===== config.mk =====
export PLATFORM = sky130hd
export DESIGN_NAME = fetch_stage
export DESIGN_NICKNAME = d
export VERILOG_FILES = /design/src/rtl/fetch_stage_pkg.sv /design/src/rtl/sat_counter.sv /design/src/rtl/fetch_stage.sv
export SDC_FILE = /design/constraint.sdc
export NUM_CORES = 1
export LEC_CHECK = 0
export CORE_ASPECT_RATIO = 0.75
export CORE_UTILIZATION = 49
export DETAILED_ROUTE_END_ITERATION = 8
export PLACE_DENSITY = 0.85
export REMOVE_ABC_BUFFERS = 1
export SYNTH_ARGS = -nofsm -noshare
export SYNTH_HDL_FRONTEND = slang
export SYNTH_SLANG_ARGS = --single-unit

===== constraint.sdc =====
create_clock -name SYS_clk -period 5 [get_ports SYS_clk]
set_input_delay 1.5 -clock SYS_clk [delete_from_list [all_inputs] [get_ports SYS_clk]]
set_output_delay 1.5 -clock SYS_clk [all_outputs]
set_load 0.01 [all_outputs]

===== src/rtl/fetch_stage_pkg.sv =====
// Shared pipeline definitions: instruction constants and the IF/ID bundle.
package fetch_stage_pkg;

  localparam int unsigned INSTR_W  = 32;
  localparam logic [INSTR_W-1:0] NOP_INSTR = 32'h0000_0000;
  localparam logic [31:0] PC_INC = 32'd4;

  // IF/ID register contents, also consumed by decode_stage.
  typedef struct packed {
    logic [INSTR_W-1:0] instruction;
    logic [31:0]        pc_plus4;
    logic               valid;
  } if_id_t;

  // Per-edge action of the fetch stage, in priority order.
  typedef enum logic [1:0] {
    OpLoad,
    OpRedirect,
    OpStall,
    OpFetch
  } fetch_op_e;

  localparam if_id_t IF_ID_FLUSH = '{instruction: NOP_INSTR, pc_plus4: 32'h0, valid: 1'b0};

  // Force a byte address onto a word boundary.
  function automatic logic [31:0] word_align(input logic [31:0] addr);
    return {addr[31:2], 2'b00};
  endfunction

endpackage


===== src/rtl/sat_counter.sv =====
// Saturating up-counter; holds at all-ones. Updates on the falling clock edge.
module sat_counter #(
  parameter int unsigned CNT_W = 16
) (
  input  logic             clk_i,
  input  logic             rst_ni,
  input  logic             inc_i,
  output logic [CNT_W-1:0] count_o
);

  logic [CNT_W-1:0] count_q, count_d;

  // Increment unless already saturated.
  always_comb begin
    count_d = count_q;
    if (inc_i && (count_q != '1)) begin
      count_d = count_q + 1'b1;
    end
  end

  // Count register, falling-edge like the rest of the pipeline.
  always_ff @(negedge clk_i or negedge rst_ni) begin
    if (!rst_ni) begin
      count_q <= '0;
    end else begin
      count_q <= count_d;
    end
  end

  assign count_o = count_q;

endmodule


===== src/rtl/fetch_stage.sv =====
// Instruction-fetch stage: PC register, IF/ID register, fetch/bubble counters.
module fetch_stage
  import fetch_stage_pkg::*;
#(
  parameter logic [31:0] RESET_PC = 32'h0000_0000,
  parameter int unsigned CNT_W    = 16
) (
  input  logic               SYS_clk,
  input  logic               SYS_reset_n,
  input  logic               SYS_load,
  input  logic [7:0]         SYS_pc_val,
  input  logic               D_stall,
  input  logic               EX_redirect,
  input  logic [31:0]        EX_target,
  output logic [31:0]        IMEM_PC,
  input  logic [INSTR_W-1:0] IMEM_instruction,
  output logic [INSTR_W-1:0] F_instruction,
  output logic [31:0]        F_pc_plus4,
  output logic               F_valid,
  output logic [CNT_W-1:0]   F_fetch_count,
  output logic [CNT_W-1:0]   F_bubble_count
);

  logic [31:0] pc_q, pc_d;
  if_id_t      if_id_q, if_id_d;
  fetch_op_e   op;
  logic        fetch_inc, bubble_inc;
  logic        unused_addr_lsbs;

  // Address low bits are discarded by word alignment.
  assign unused_addr_lsbs = ^{SYS_pc_val[1:0], EX_target[1:0]};

  // Resolve control priority: load > redirect > stall > fetch.
  always_comb begin
    op = OpFetch;
    if (SYS_load) begin
      op = OpLoad;
    end else if (EX_redirect) begin
      op = OpRedirect;
    end else if (D_stall) begin
      op = OpStall;
    end
  end

  // Next PC, next IF/ID and counter enables.
  always_comb begin
    pc_d       = pc_q;
    if_id_d    = if_id_q;
    fetch_inc  = 1'b0;
    bubble_inc = 1'b0;
    unique case (op)
      OpLoad: begin
        pc_d       = word_align({24'h0, SYS_pc_val});
        if_id_d    = IF_ID_FLUSH;
        bubble_inc = 1'b1;
      end
      OpRedirect: begin
        pc_d       = word_align(EX_target);
        if_id_d    = IF_ID_FLUSH;
        bubble_inc = 1'b1;
      end
      OpStall: begin
        bubble_inc = 1'b1;
      end
      OpFetch: begin
        pc_d                = pc_q + PC_INC;
        if_id_d.instruction = IMEM_instruction;
        if_id_d.pc_plus4    = pc_q + PC_INC;
        if_id_d.valid       = 1'b1;
        fetch_inc           = 1'b1;
      end
      default: ;
    endcase
  end

  // PC and IF/ID registers, updated on the falling edge.
  always_ff @(negedge SYS_clk or negedge SYS_reset_n) begin
    if (!SYS_reset_n) begin
      pc_q    <= RESET_PC;
      if_id_q <= IF_ID_FLUSH;
    end else begin
      pc_q    <= pc_d;
      if_id_q <= if_id_d;
    end
  end

  sat_counter #(
    .CNT_W (CNT_W)
  ) u_fetch_cnt (
    .clk_i   (SYS_clk),
    .rst_ni  (SYS_reset_n),
    .inc_i   (fetch_inc),
    .count_o (F_fetch_count)
  );

  sat_counter #(
    .CNT_W (CNT_W)
  ) u_bubble_cnt (
    .clk_i   (SYS_clk),
    .rst_ni  (SYS_reset_n),
    .inc_i   (bubble_inc),
    .count_o (F_bubble_count)
  );

  assign IMEM_PC       = pc_q;
  assign F_instruction = if_id_q.instruction;
  assign F_pc_plus4    = if_id_q.pc_plus4;
  assign F_valid       = if_id_q.valid;

endmodule


# After elaboration in Yosys (flattened, before gate mapping)
# Cells that the tools add are included.
# word_totals
register_bits,129
inputBits,77
out_inout_bits,129
wordCells,28
# op_classes
n_addsub,3
n_eq_ne,5
muxes,7
n_reduce_logical,7
# op_table
cell,count
$pmux W65 S2,1
$pmux W32 S3,1
$add A16 B1 Y16 const B,2
$add A32 B3 Y32 const B,1
$ne A16 B16 Y1 const B,2
$eq A2 B2 Y1 const B,2
$mux W2,2
$mux W1,3
$reduce_bool A3 Y1,1
$reduce_or A3 Y1,1
$eq A2 B1 Y1 const B,1
$logic_and A1 B1 Y1,2
$logic_not A2 Y1,1
$reduce_bool A2 Y1,1
$reduce_or A2 Y1,1

# Longest topological paths before layout
# logic_depth
word_depth,7
mapped_depth,8
depth_no_buf,6

# Modules after synthesis
# A second synthesis with hierarchy kept.
# unflattened
hier_cells,632
area_unflattened_um2,6436.2
# modules_own_cells
module,n_inst,cells_each,area_per_inst_um2,seq_area_each_um2
fetch_stage,1,488,4717.0,2327.2
sat_counter,2,72,859.6,400.4

==> results.py <==
metrics = {
    "route": {
        "num_vias": 6371,
        "ant_nets": 0,
        "viasPerCell": 5.80,
        "drtIter0Drc": 577,
        "wl_um": 22300,
        "remaining_drc_errors": 0,
        "drt_pass1_iterations": 5,
        "wire_per_inst_um": 20.3,
    },
    "place": {
        "place_hpwl_um": 13800,
        "place_inst": 1022,
        "place.gp.congestion": 0.832,
        "port_buffers": 197,
        "dpl_worst_slack_ns": -0.990,
    },
    "global_route": {
        "antenna_found_initial": 0,
        "grt_pass1_wl_um": 32100,
        "grt_pass1_vias": 6169,
        "grt.total_usage_pct": 33.3,
        "grt-ovfl-total": 0,
        "grt_max_degree": 59,
    },
    "layout": {
        "final_nets": 1003,
        "n_antenna_cell": 0,
        "syn_to_final_growth_pct": 62.3,
        "stdcell_count": 1098,
        "drive_gt1_share_pct": 41.7,
        "nFillCells": 618,
    },
    "die": {
        "rows": 34,
        "dieArea_um2": 12700,
        "die_height_um": 98.0,
        "start_util_pct": 51.1,
        "coreArea_um2": 11800,
        "num_io_pins": 206,
        "die_w_um": 130,
    },
    "setup_path": {
        "crit_start": "D_stall",
        "cp.depth": 8,
        "critPathKind": "input pin to register",
        "arrival_ns": 2.94,
        "start_kind": "input pin",
        "critPathMaxStageDelay_ns": 0.32,
        "crit_top_cell": "buf_6",
        "crit_family": "simple AND/OR/NAND/NOR gates",
        "critPathSlowestCell": "and4_4",
        "r2r_end": "F_pc_plus4[24]",
        "r2r_start": "IMEM_PC[5]",
        "reg2reg_slack_ns": 1.91,
        "cp_num_buf_inv": 3,
        "crit_end": "u_fetch_cnt.count_o[15]",
        "critPathMaxFanout": 4,
        "worst_setup_path_end_kind": "register",
        "path_cells": "buf_8, buf_6, buf_6, nor3_4, and4_4, nand3_4, nor2_4, mux2_4",
        "required_ns": 2.73,
        "r2r_cells": 6,
    },
    "synth": {
        "ys_seq_area_share_pct": 52.0,
        "ys.flop_type": "dfrtn_1",
        "synth_area_um2": 6020,
        "synth.most_common_cell": "dfrtn_1",
        "ys_ff_latch": 125,
        "yosysTopAreaCell": "dfrtn_1",
        "synth_edf_count": 0,
        "syn_inst": 588,
        "synthDistinctLibCells": 52,
        "synth_commonest_cells": "dfrtn_1 (125), nand2_1 (64), nand3_1 (38), xnor2_1 (38), a22o_1 (36)",
        "async_flop_share_pct": 100,
        "synthTopCellsByArea": "dfrtn_1 (52%), xnor2_1 (5.5%), a22o_1 (5.2%)",
        "synth_top_area_share_pct": 52.0,
        "synth.avg_cell_area_um2": 10.2,
        "yosysWarningCount": 0,
    },
    "clocking": {
        "cts_hold_buf": 0,
        "clock_path_buffers": 2,
        "worstSkewPairLatency_ns": 0.40,
        "clockRootBuffer": "clkbuf_16",
        "clkTransAtPathRegs_ns": 0.04,
        "htreeDepth": 4,
        "cts.sinks": 125,
        "cts_tree": "yes",
        "cts_made_buffers": 17,
    },
    "power": {
        "peakVddDrop_v": 0.000303,
        "cellPowerDensity_nw_per_um2": 332,
        "leakage_nw": 4.75,
    },
    "sta": {
        "whs_ns": 0.425,
        "slew_viol_final": 0,
        "setup_viol": 38,
        "hold_viol_final": 0,
        "worst_pin_slew_ns": 1.43,
        "rsz0062_at_grt": "true",
        "layout_setup_ws_ns": -0.211,
        "fin_skew_ns": 0.0110,
        "slew-limit-headroom_pct": 4.34,
    },
    "run": {
        "maxCapViolations": 0,
    },
    "worst_hold_path": {
        "hp-class": "register to register",
    },
    "status": {
        "violations": "negative setup slack",
        "outcome": "complete, but fails checks",
    },
}
[sequential cells by signal, summed over array words and instances (netlist names)]
name	count
IMEM_PC	30
u_fetch_cnt.count_o	16
F_valid	1
F_instruction	32
F_pc_plus4	30
u_bubble_cnt.count_o	16
[metal layers]
| metal | GRT usage [%] | wire length, um |
|---|---|---|
| met1 | 39.9 | 8450 |
| met2 | 56.3 | 10900 |
| met3 | 8.71 | 1940 |
| met4 | 14.8 | 1020 |
| met5 | 0 | 0 |
[what timing repair did]
action                                  in CTS  in global routing
resized for setup                          569                 63
endpoints found under the setup margin     249                 97
gates cloned                                 1                  0
setup buffers                               32                 14
pin swaps                                   29                 32
[cells by family (layout without fill, tap and decap cells)]
| family | Yosys count | after routing | share of synthesized area [%] |
|---|---|---|---|
| AND/OR/NAND/NOR | 216 | 216 | 18.6 |
| flip-flops | 125 | 125 | 52.0 |
| AO/OA/AOI/OAI | 116 | 116 | 13.4 |
| XOR/XNOR | 73 | 73 | 10.6 |
| buffers and inverters | 47 | 392 | 3.43 |
| multiplexers | 7 | 7 | 1.29 |
| adder cells (fa/ha/maj) | 3 | 3 | 0.624 |
| other | 1 | 4 | 0.0623 |
[worst register-to-register path: cells and delay by family (launching register included)]
family | cells | cell delay (ns)
compound gates | 1 | 0.11
xor+xnor | 1 | 0.26
flops | 1 | 0.42
buf+inv | 1 | 0.15
simple gates | 3 | 1.98
[area by class of cell]
type,instances,area (um2),share of cell area [%]
Clock buffer,22,484,4.96
Clock inverter,10,136,1.40
Multi-Input combinational cell,419,3120,31.9
Timing Repair Buffer,352,2670,27.3
Inverter,8,31.3,0.320
Tap cell,162,203,2.08
Sequential cell,125,3130,32.0
[worst min-delay path by stage]
stage                                      start                     end  slack, ns  depth (start not counted)
after global routing              F_pc_plus4[18]          F_pc_plus4[18]       0.46                          2
after global placement             F_pc_plus4[5]           F_pc_plus4[5]       0.43                          2
after detailed placement           F_pc_plus4[4]           F_pc_plus4[4]       0.43                          2
final                             F_pc_plus4[18]          F_pc_plus4[18]       0.43                          2
after CTS                          F_pc_plus4[4]           F_pc_plus4[4]       0.43                          2
after floorplan           u_fetch_cnt.count_o[8]  u_fetch_cnt.count_o[8]       0.46                          1
[cells in the final DEF, fill, tap and decap left out, types with 5 or more instances in the layout]
cell | Yosys | routed
nand3_1 | 38 | 28
xor2_1 | 35 | 31
o21ai_0 | 29 | 25
dfrtn_1 | 125 | 125
a21oi_2 | 0 | 5
nand3_2 | 3 | 6
clkdlybuf4s50_1 | 0 | 68
nor4_1 | 8 | 6
nor2_1 | 35 | 31
nand3_4 | 0 | 7
a211oi_1 | 14 | 8
a22o_1 | 36 | 36
xnor2_1 | 38 | 35
buf_6 | 0 | 24
inv_1 | 7 | 7
nand2_1 | 64 | 59
buf_4 | 4 | 133
a21oi_1 | 19 | 12
clkbuf_16 | 0 | 17
nand4_1 | 19 | 19
and3_1 | 14 | 12
a211oi_2 | 0 | 6
buf_2 | 11 | 121
nor3_1 | 11 | 9
[stage by stage]
stage	instance area, um2	setup TNS, ns	power, W	utilization (%)
final	9770	-3.39	0.00324	82.9
after global routing	9770	-5.28	0.00334	82.9
after CTS	9380	-3.31	0.00316	79.6
after detailed placement	8910	-95.40	0.00190	75.6
after global placement	8910	-91.95	0.00186	75.6
after floorplan	5850	-152.45	0.00143	-
[power by group]
part,internal (W),switching (W)
combinational,0.000382,0.000384
sequential,0.00111,0.0000654
clock,0.000835,0.000465
No activity file was read; power rests on OpenSTA's default activity.
